File: src/rtl/fetch_stage_if.sv
// Fetch-stage bus bundle: instruction-memory request/response, IF/ID outputs
// to the decoder, and hazard-unit controls.
//   master : fetch stage side (drives o_*, samples i_*)
//   slave  : environment side (memory, hazard unit, decoder)
// Signals:
//   i_stall          hold IF/ID contents and PC
//   i_flush          branch taken: redirect PC, squash IF/ID
//   i_branch_target  new PC, sampled when i_flush=1
//   o_imem_req       one-cycle request strobe
//   o_imem_addr      request address, valid while o_imem_req=1
//   i_imem_valid     one-cycle response strobe
//   i_imem_data      instruction, valid with i_imem_valid
//   o_instr          IF/ID instruction; [15:12] is the opcode
//   o_pc             PC of o_instr
//   o_valid          o_instr is a real instruction (0 = bubble)
interface fetch_stage_if #(
   parameter int PC_WIDTH    = 8,
   parameter int INSTR_WIDTH = 16
);
   logic                   i_stall;
   logic                   i_flush;
   logic [PC_WIDTH-1:0]    i_branch_target;
   logic                   o_imem_req;
   logic [PC_WIDTH-1:0]    o_imem_addr;
   logic                   i_imem_valid;
   logic [INSTR_WIDTH-1:0] i_imem_data;
   logic [INSTR_WIDTH-1:0] o_instr;
   logic [PC_WIDTH-1:0]    o_pc;
   logic                   o_valid;

   modport master (
      input  i_stall, i_flush, i_branch_target, i_imem_valid, i_imem_data,
      output o_imem_req, o_imem_addr, o_instr, o_pc, o_valid
   );

   modport slave (
      output i_stall, i_flush, i_branch_target, i_imem_valid, i_imem_data,
      input  o_imem_req, o_imem_addr, o_instr, o_pc, o_valid
   );
endinterface

File: src/rtl/fetch_stage.sv
// Instruction fetch stage with IF/ID pipeline register.
// Holds the PC, issues single-outstanding reads to instruction memory and
// registers each returned instruction with its PC for the decoder. Honors
// hazard-unit stall (hold) and flush (redirect + bubble), and drops responses
// made stale by a redirect.
// Ports:
//   i_clk    clock, rising edge
//   i_reset  asynchronous active-high reset
//   bus      fetch_stage_if.master (memory bus, IF/ID outputs, stall/flush)
//
// state   | meaning
// --------+-----------------------------------------------------------
// IDLE    | one cycle after reset release, no request outstanding
// REQ     | o_imem_req high for this single cycle, address = pc
// WAIT    | request outstanding, waiting for i_imem_valid
// HOLD    | response parked in hold buffer while stalled; no requests
// DISCARD | outstanding response is stale (redirected); drop it on arrival
module fetch_stage #(
   parameter int                  PC_WIDTH    = 8,
   parameter int                  INSTR_WIDTH = 16,
   parameter logic [PC_WIDTH-1:0] RESET_PC    = '0
) (
   input logic           i_clk,
   input logic           i_reset,
   fetch_stage_if.master bus
);

   typedef enum logic [2:0] {
      S_IDLE,
      S_REQ,
      S_WAIT,
      S_HOLD,
      S_DISCARD
   } state_t;

   state_t                 state;
   logic [PC_WIDTH-1:0]    pc;
   logic [PC_WIDTH-1:0]    pc_inc;
   logic [PC_WIDTH-1:0]    hold_pc;
   logic [INSTR_WIDTH-1:0] hold_instr;
   logic                   hold_valid;

   // Wraps modulo 2^PC_WIDTH by truncation.
   assign pc_inc = pc + PC_WIDTH'(1);

   // o_imem_req defaults low every cycle and is raised only on the edge that
   // enters REQ, so the strobe is exactly one cycle wide and o_imem_addr is
   // loaded with the address being entered with.
   always_ff @(posedge i_clk or posedge i_reset) begin
      if (i_reset) begin
         state           <= S_IDLE;
         pc              <= RESET_PC;
         hold_pc         <= '0;
         hold_instr      <= '0;
         hold_valid      <= 1'b0;
         bus.o_imem_req  <= 1'b0;
         bus.o_imem_addr <= '0;
         bus.o_instr     <= '0;
         bus.o_pc        <= '0;
         bus.o_valid     <= 1'b0;
      end else begin
         bus.o_imem_req <= 1'b0;
         if (bus.i_flush) begin
            pc          <= bus.i_branch_target;
            bus.o_valid <= 1'b0;
            bus.o_instr <= '0;
            hold_valid  <= 1'b0;
            case (state)
               S_IDLE, S_HOLD: begin
                  state           <= S_REQ;
                  bus.o_imem_req  <= 1'b1;
                  bus.o_imem_addr <= bus.i_branch_target;
               end
               // Request already on the bus; its response is now stale.
               S_REQ: state <= S_DISCARD;
               // A response arriving with the flush is simply dropped; without
               // one, the outstanding response still has to be drained.
               S_WAIT, S_DISCARD: begin
                  if (bus.i_imem_valid) begin
                     state           <= S_REQ;
                     bus.o_imem_req  <= 1'b1;
                     bus.o_imem_addr <= bus.i_branch_target;
                  end else begin
                     state <= S_DISCARD;
                  end
               end
               default: state <= S_IDLE;
            endcase
         end else begin
            // Unstalled cycles without a new instruction present a bubble;
            // stalled cycles leave IF/ID untouched.
            if (!bus.i_stall) begin
               bus.o_valid <= 1'b0;
            end
            case (state)
               S_IDLE: begin
                  state           <= S_REQ;
                  bus.o_imem_req  <= 1'b1;
                  bus.o_imem_addr <= pc;
               end
               S_REQ: state <= S_WAIT;
               S_WAIT: begin
                  if (bus.i_imem_valid) begin
                     pc <= pc_inc;
                     if (bus.i_stall) begin
                        hold_instr <= bus.i_imem_data;
                        hold_pc    <= pc;
                        hold_valid <= 1'b1;
                        state      <= S_HOLD;
                     end else begin
                        bus.o_instr     <= bus.i_imem_data;
                        bus.o_pc        <= pc;
                        bus.o_valid     <= 1'b1;
                        state           <= S_REQ;
                        bus.o_imem_req  <= 1'b1;
                        bus.o_imem_addr <= pc_inc;
                     end
                  end
               end
               S_HOLD: begin
                  if (!bus.i_stall) begin
                     bus.o_instr     <= hold_instr;
                     bus.o_pc        <= hold_pc;
                     bus.o_valid     <= hold_valid;
                     hold_valid      <= 1'b0;
                     state           <= S_REQ;
                     bus.o_imem_req  <= 1'b1;
                     bus.o_imem_addr <= pc;
                  end
               end
               S_DISCARD: begin
                  if (bus.i_imem_valid) begin
                     state           <= S_REQ;
                     bus.o_imem_req  <= 1'b1;
                     bus.o_imem_addr <= pc;
                  end
               end
               default: state <= S_IDLE;
            endcase
         end
      end
   end

endmodule

File: src/flat_wrapper.sv
// flat-port wrapper written by rule: the top's interface ports become plain ports
module fetch_stage_flat 
#(
   parameter int                  PC_WIDTH    = 8,
   parameter int                  INSTR_WIDTH = 16,
   parameter logic [PC_WIDTH-1:0] RESET_PC    = '0
)
  (i_clk, i_reset, bus_i_stall, bus_i_flush, bus_i_branch_target, bus_i_imem_valid, bus_i_imem_data, bus_o_imem_req, bus_o_imem_addr, bus_o_instr, bus_o_pc, bus_o_valid);
  fetch_stage_if #(.PC_WIDTH(PC_WIDTH), .INSTR_WIDTH(INSTR_WIDTH)) bus_i ();
  input logic i_clk;
  input logic i_reset;
  input wire logic [$bits(bus_i.i_stall)-1:0] bus_i_stall;
  input wire logic [$bits(bus_i.i_flush)-1:0] bus_i_flush;
  input wire logic [$bits(bus_i.i_branch_target)-1:0] bus_i_branch_target;
  input wire logic [$bits(bus_i.i_imem_valid)-1:0] bus_i_imem_valid;
  input wire logic [$bits(bus_i.i_imem_data)-1:0] bus_i_imem_data;
  output wire logic [$bits(bus_i.o_imem_req)-1:0] bus_o_imem_req;
  output wire logic [$bits(bus_i.o_imem_addr)-1:0] bus_o_imem_addr;
  output wire logic [$bits(bus_i.o_instr)-1:0] bus_o_instr;
  output wire logic [$bits(bus_i.o_pc)-1:0] bus_o_pc;
  output wire logic [$bits(bus_i.o_valid)-1:0] bus_o_valid;
  assign bus_i.i_stall = bus_i_stall;
  assign bus_i.i_flush = bus_i_flush;
  assign bus_i.i_branch_target = bus_i_branch_target;
  assign bus_i.i_imem_valid = bus_i_imem_valid;
  assign bus_i.i_imem_data = bus_i_imem_data;
  assign bus_o_imem_req = bus_i.o_imem_req;
  assign bus_o_imem_addr = bus_i.o_imem_addr;
  assign bus_o_instr = bus_i.o_instr;
  assign bus_o_pc = bus_i.o_pc;
  assign bus_o_valid = bus_i.o_valid;
  fetch_stage #(.PC_WIDTH(PC_WIDTH), .INSTR_WIDTH(INSTR_WIDTH), .RESET_PC(RESET_PC)) u_core (.i_clk(i_clk), .i_reset(i_reset), .bus(bus_i));
endmodule
File: config.mk
export PLATFORM = sky130hd
export DESIGN_NAME = fetch_stage_flat
export DESIGN_NICKNAME = d
export VERILOG_FILES = /design/src/rtl/fetch_stage_if.sv /design/src/rtl/fetch_stage.sv /design/src/flat_wrapper.sv
export SDC_FILE = /design/constraint.sdc
export NUM_CORES = 1
export LEC_CHECK = 0
export ABC_CLOCK_PERIOD_IN_PS = 4200
export BUFFER_PORTS_ARGS = -buffer_cell sky130_fd_sc_hd__buf_2
export CAP_MARGIN = 25
export CELL_PAD_IN_SITES_DETAIL_PLACEMENT = 0
export CELL_PAD_IN_SITES_GLOBAL_PLACEMENT = 2
export CORE_UTILIZATION = 39
export DETAILED_ROUTE_END_ITERATION = 10
export GPL_TIMING_DRIVEN = 1
export PLACE_DENSITY_LB_ADDON = 0.1
export SYNTH_ARGS = -nofsm -noshare
export SYNTH_HDL_FRONTEND = slang
export SYNTH_SLANG_ARGS = --single-unit
File: constraint.sdc
create_clock -name i_clk -period 4.2 [get_ports i_clk]
set_clock_uncertainty 0.1 [all_clocks]
set_input_delay 0.84 -clock i_clk [delete_from_list [all_inputs] [get_ports i_clk]]
set_output_delay 0.84 -clock i_clk [all_outputs]
set_load 0.1 [all_outputs]
==> results.yml, run 1 <==
place:
  dp_hpwl_um: 4510
  gp_congestion: 0.725
  io_buffers: 62
setup_path:
  crit_path_end_kind: "flop"
  cpPeakStageDelay_ns: 0.49
  crit_type: "input port to flop"
  cp_data_required_time_ns: 4.33
  worstPathCellList: "buf_2 -> clkinv_1 -> a211oi_1 -> or3_1 -> mux2_2"
  crit_path_top_delay_cell: "buf_2"
  startpoint_type: "input port"
  cp.arrival_ns: 2.67
  cp_max_fo: 30
power_and_ir_drop:
  power.density_nw_per_um2: 817
  p_total_uw: 3240
  p_leak_uw: 0.00194
  ir_drop_mv: 0.455
layout:
  area_growth_pct: 19.2
  nets: 378
  drive_above_1_share: 0.340
  diodes: 0
  fin_util: 0.483
floorplan:
  core_area_um2: 8220
  ios: 63
  fp.dieW_um: 94.4
  rows: 33
  die_h_um: 94.4
  initial_utilization: 0.405
  die_area_um2: 8900
clocking:
  hold_buffers: 0
  htreeDepth: 3
  cts_resized: 0
  clk_latency_ns: 0.33
  postCtsSetupBuffers: 0
  cts_buffer_depth: 2
  cts_buffers: 9
  cts_tree: "built"
  cts_sinks: 70
  clkTransAtPathRegs_ns: 0.08
  root_buffer: "clkbuf_8"
synthesis:
  avgSynthCellArea_um2: 11.4
  syn_inst: 291
  synth_top_area_frac: 0.527
  ys_ff_latch: 70
  synth.cell_area_um2: 3330
  syn_nets: 321
  ys_top_cells_by_area: "dfrtp_1, mux2_2, mux2i_1"
  synth_enable_flop_cells: 0
  ys.flop_type: "dfrtp_1"
  seq_area_frac_synth: 0.527
  ys_top_cells_by_count: "dfrtp_1, nor2_1, mux2_2"
  yosysMostFrequentCell: "dfrtp_1"
  synth_cell_types: 37
  synth.largest_area_cell: "dfrtp_1"
  yosysWarnings: 0
  async_flop_share: 1.00
hold_path:
  hp-class: "input port to asynchronous set/reset pin"
global_route:
  overflow: 0
  grt_pass1_wl_um: 11100
  grt_use_total: 0.164
  grt_max_degree: 33
  grt_pass1_vias: 2194
  antenna_found_initial: 0
sta:
  min_period_ns: 2.55
  fin_tns_setup_ns: 0
  fmax_ghz: 0.392
  slew_headroom: 0.588
  worstMarginPinSlew_ns: 0.618
  setup_violations: 0
  finalCritPeriodShare: 0.607
  hold_viol: 0
  drv_slew: 0
  rsz0062_at_grt: "false"
route:
  drtIter0Drc: 88
  routed_wire_length_per_instance_um: 14.9
  wl_um: 6810
  drc: 0
  vias: 2334
  viasPerCell: 5.10
  dr.pass1.iters: 4
  ant_nets: 0
flow_run:
  drv_cap: 0
status:
  status: "complete, no violations"
-- final timing paths --
path | startpoint | to | slack, ns | cells past startpoint
hold / removal | i_reset | u_core.pc[1] | 0.39 | 2
max in group asynchronous | i_reset | u_core.hold_pc[3] | 2.86 | 4
setup / recovery | bus_i_flush | u_core.bus.o_imem_addr[4] | 1.65 | 5
setup reg to reg | u_core.state[0] | u_core.bus.o_imem_addr[7] | 1.94 | 4
hold reg to reg | u_core.hold_pc[3] | u_core.hold_pc[3] | 0.41 | 1
min in group i_clk | u_core.hold_pc[3] | u_core.hold_pc[3] | 0.41 | 1
-- area by class of cell --
class	instances	area, um^2
fillers	812	4250
flip-flops and latches	70	1750
multi-input cells	192	1440
repair buffers	70	383
well taps	105	131
clock buffers	10	128
clock inverters	6	110
inverters	5	18.8
-- stage by stage --
step / area [um^2] / hold slack, ns / worst slack [ns] / instances
6_report: 3970 / 0.395 / 1.65 / 458
5_1_grt: 3970 / 0.414 / 1.47 / 458
2_1_floorplan: 3330 / 0.379 / 1.49 / 291
3_3_place_gp: 3710 / 0.386 / 1.33 / 441
3_5_place_dp: 3730 / 0.392 / 1.26 / 442
4_1_cts: 3970 / 0.395 / 1.64 / 458
-- layer usage --
metal  up-vias  GRT usage  part of all wire
li1       1154          -                 -
met1      1130      0.230              0.50
met2        41      0.249              0.45
met3         9     0.0298             0.031
met4         0     0.0654             0.015
met5         -          0                 0
-- sequential cells by signal, indices dropped and copies added, names as in the netlist --
signal	count
u_core.hold_pc	8
u_core.bus.o_imem_req	1
u_core.bus.o_instr	16
u_core.hold_valid	1
u_core.bus.o_pc	8
u_core.bus.o_valid	1
u_core.bus.o_imem_addr	8
u_core.pc	8
u_core.hold_instr	16
u_core.state	3
-- logic make-up (layout without fill, tap and decap cells) --
family / Yosys count / count (layout) / share of synthesized area
compound gates: 54 / 54 / 0.109
xor+xnor: 8 / 8 / 0.0211
fa+ha+maj: 1 / 1 / 0.00376
buf+inv: 29 / 91 / 0.0410
flops: 70 / 70 / 0.527
mux: 61 / 61 / 0.197
simple gates: 68 / 68 / 0.102
-- placed cells by master, fill, tap and decap left out, types with 3 or more instances in the layout --
cell	netlist	final
or3_1	3	3
xnor2_1	8	8
nor4_1	3	3
a21boi_0	4	4
buf_4	2	7
o21ai_0	5	5
a21oi_1	14	14
clkbuf_8	0	9
inv_1	4	3
a211oi_1	18	18
nand2b_1	7	7
mux2_2	31	31
dfrtp_1	70	70
o31a_1	5	5
nand2_1	4	4
nor2_1	33	33
bufinv_16	0	3
mux2i_1	29	29
nand3_1	3	3
nor3_1	7	6
buf_2	10	62
-- report_power, final --
part	internal (uW)	total, uW	switching, uW
Combinational	392	1520	1130
Sequential	914	1070	151
Clock	394	650	256
-- worst max-delay path: cells and delay by family --
family	cells	cell delay (ns)
muxes	1	0.39
and+or+nand+nor	1	0.41
buffers and inverters	2	0.78
AOI/OAI and AO/OA	1	0.25
No activity file was read; power rests on OpenSTA's default activity.
==> inputs of run 2 (changes only) <==
--- a/config.mk
+++ b/config.mk
@@ -5,12 +5,13 @@
 export SDC_FILE = /design/constraint.sdc
 export NUM_CORES = 1
 export LEC_CHECK = 0
-export ABC_CLOCK_PERIOD_IN_PS = 4200
+export ABC_AREA = 1
+export ABC_CLOCK_PERIOD_IN_PS = 2100
 export BUFFER_PORTS_ARGS = -buffer_cell sky130_fd_sc_hd__buf_2
 export CAP_MARGIN = 25
 export CELL_PAD_IN_SITES_DETAIL_PLACEMENT = 0
 export CELL_PAD_IN_SITES_GLOBAL_PLACEMENT = 2
-export CORE_UTILIZATION = 39
+export CORE_UTILIZATION = 30
 export DETAILED_ROUTE_END_ITERATION = 10
 export GPL_TIMING_DRIVEN = 1
 export PLACE_DENSITY_LB_ADDON = 0.1
==> constraint.sdc (replaced) <==
create_clock -name i_clk -period 2.1 [get_ports i_clk]
set_clock_uncertainty 0.1 [all_clocks]
set_input_delay 0.42 -clock i_clk [delete_from_list [all_inputs] [get_ports i_clk]]
set_output_delay 0.42 -clock i_clk [all_outputs]
set_load 0.1 [all_outputs]
==> run 2 against run 1 <==
Power up 150%. The flow now finishes with violations (DRC). Via count is 27% higher. Critical path type is now flop to flop. Hold slack got worse by 0.37 ns. Setup slack worse by 1.4 ns. Register-to-register slack got worse by 1.7 ns. Largest cell class unchanged. First-iteration DRC count up 82%. Cell area up 10%. Die area rose by 38%. Clock power grew to 2.8 times the previous value. Sequential power increased by 100%. Synthesized area up 7.1%. Combinational power rose to 2.6 times the previous value.
==> results.yml, run 2 <==
synthesis:
  yosysWarnings: 0
  avgSynthCellArea_um2: 8.26
  ys.flop_type: "dfrtp_1"
  ys_top_cells_by_count: "nand2_1, dfrtp_1, inv_1, o21ai_0, o211ai_1"
  synthAdderAreaFrac: 0.00351
  ys_top_cells_by_area: "dfrtp_1, nand2_1, o21ai_0"
  synth_enable_flop_cells: 0
  synth_top_area_frac: 0.492
  synthSimpleGateAreaFrac: 0.230
  synthXorXnorAreaFrac: 0.00246
  synth_compound_area_frac: 0.181
  synth_mux_area_frac: 0
  yosysMostFrequentCell: "nand2_1"
  synth_cell_types: 31
  synth_top_family_by_area: "simple AND/OR/NAND/NOR gates"
  syn_inst: 431
  async_flop_share: 1.00
  synth.cell_area_um2: 3560
  seq_area_frac_synth: 0.492
  synth.largest_area_cell: "dfrtp_1"
  syn_nets: 461
  ys_ff_latch: 70
global_route:
  antenna_found_initial: 0
  grt_max_degree: 49
  grt_use_total: 0.153
  overflow: 0
  grt_pass1_wl_um: 14600
  grt_pass1_vias: 2742
layout:
  diodes: 0
  area_growth_pct: 22.6
  most-common-layout-cells: "nand2_1, dfrtp_1, buf_2"
  final_common_cell: "nand2_1"
  drive_above_1_share: 0.242
  nets: 525
  fin_cells: 642
  largestRegisters: "u_core.bus.o_instr x16, u_core.hold_instr x16"
route:
  drtIter0Drc: 160
  met1_length_um: 4510
  ant_nets: 0
  wl_um: 8800
  vias: 2960
  route.met3.wl_um: 330
  viasPerCell: 4.61
  topRoutingLayerUsed: "met4"
  routed_wire_length_per_instance_um: 13.7
  wl_met2_um: 3840
  drc: 10
  dr.pass1.iters: 8
clocking:
  clk_latency_ns: 0.32
  root_buffer: "clkbuf_16"
  cts_resized: 0
  postCtsSetupBuffers: 0
  cts_sinks: 70
  clkTransAtPathRegs_ns: 0.05
  cts_buffers: 9
  htreeDepth: 3
  cts_tree: "built"
  hold_buffers: 0
  cts_buffer_depth: 2
sta:
  drv_slew: 0
  setup_violations: 0
  finalCritPeriodShare: 0.869
  slew_headroom: 0.653
  rsz0062_at_grt: "false"
  min_period_ns: 1.83
  fmax_ghz: 0.548
  fin_tns_setup_ns: 0
  hold_viol: 0
  worstMarginPinSlew_ns: 0.519
setup_path:
  worstRegToRegCells: 9
  rrSetupSlack_ns: 0.27
  crit_cells: 9
  startpoint_type: "flop"
  cp.arrival_ns: 1.97
  cp_max_fo: 32
  worstPathCellList: "inv_2 -> nand2_2 -> nor2_2 -> nand2_2 -> inv_2 -> nor2_2 -> nand2_4 -> nand2_1 -> o21ai_1"
  crit_type: "flop to flop"
  crit_family: "simple AND/OR/NAND/NOR gates"
  crit_path_top_delay_cell: "dfrtp_1"
  crit_buf_inv: 2
  cpPeakStageDelay_ns: 0.45
  crit_path_end_kind: "flop"
  cp_data_required_time_ns: 2.25
hold_path:
  hp-class: "input port to asynchronous set/reset pin"
floorplan:
  fp.dieW_um: 111
  die_h_um: 111
  ios: 63
  initial_utilization: 0.309
  rows: 39
  core_area_um2: 11500
  die_area_um2: 12300
place:
  io_buffers: 62
  dp_hpwl_um: 6050
  gp_congestion: 0.778
  placed_cells: 627
power_and_ir_drop:
  ir_drop_mv: 0.766
  p_total_uw: 7980
  p_leak_uw: 0.00224
  power.density_nw_per_um2: 1830
flow_run:
  drv_cap: 0
status:
  status: "complete, but fails checks"
  failed_checks: "DRC"
run 2: per-layer routing:
metal  track usage  up-vias
li1              -     1525
met1         0.219     1352
met2         0.228       72
met3        0.0230       11
met4        0.0648        0
met5             0        -
run 2: cell type report:
| cell class | count | area (um^2) |
|---|---|---|
| Clock inverter | 4 | 120 |
| Clock buffer | 11 | 233 |
| Timing Repair Buffer | 72 | 423 |
| Fill cell | 1232 | 7150 |
| Inverter | 45 | 175 |
| Sequential cell | 70 | 1750 |
| Tap cell | 143 | 179 |
| Multi-Input combinational cell | 297 | 1490 |
run 2: kinds of logic (layout without fill, tap and decap cells):
kind of cell	count (synthesis)	after routing
AO/OA/AOI/OAI	101	101
buffers and inverters	64	132
flip-flops	70	70
adder cells (fa/ha/maj)	1	1
XOR/XNOR	1	1
AND/OR/NAND/NOR	194	194
run 2: through the flow:
stage | hold slack (ns) | util | worst slack, ns | instance area (um^2)
final | 0.0293 | 0.379 | 0.274 | 4370
after global routing | 0.0575 | 0.379 | 0.120 | 4370
after CTS | 0.0420 | 0.379 | 0.265 | 4370
after detailed placement | 0.360 | 0.349 | 0.270 | 4020
after global placement | 0.358 | 0.349 | 0.275 | 4020
after floorplan | 0.342 | - | 0.604 | 3570
run 2: final timing paths:
check                                     startpoint                         to
setup / recovery                     u_core.state[2]      u_core.bus.o_instr[9]
max in group asynchronous                    i_reset     u_core.bus.o_instr[10]
min in group i_clk               bus_i_imem_data[15]      u_core.hold_instr[15]
setup reg to reg                     u_core.state[2]      u_core.bus.o_instr[9]
hold reg to reg            u_core.bus.o_imem_addr[2]  u_core.bus.o_imem_addr[2]
hold / removal                               i_reset            u_core.state[0]
run 2: where the power goes:
part / switching, uW / internal [uW]
clock: 560 / 1270
combinational: 3230 / 751
sequential: 300 / 1870
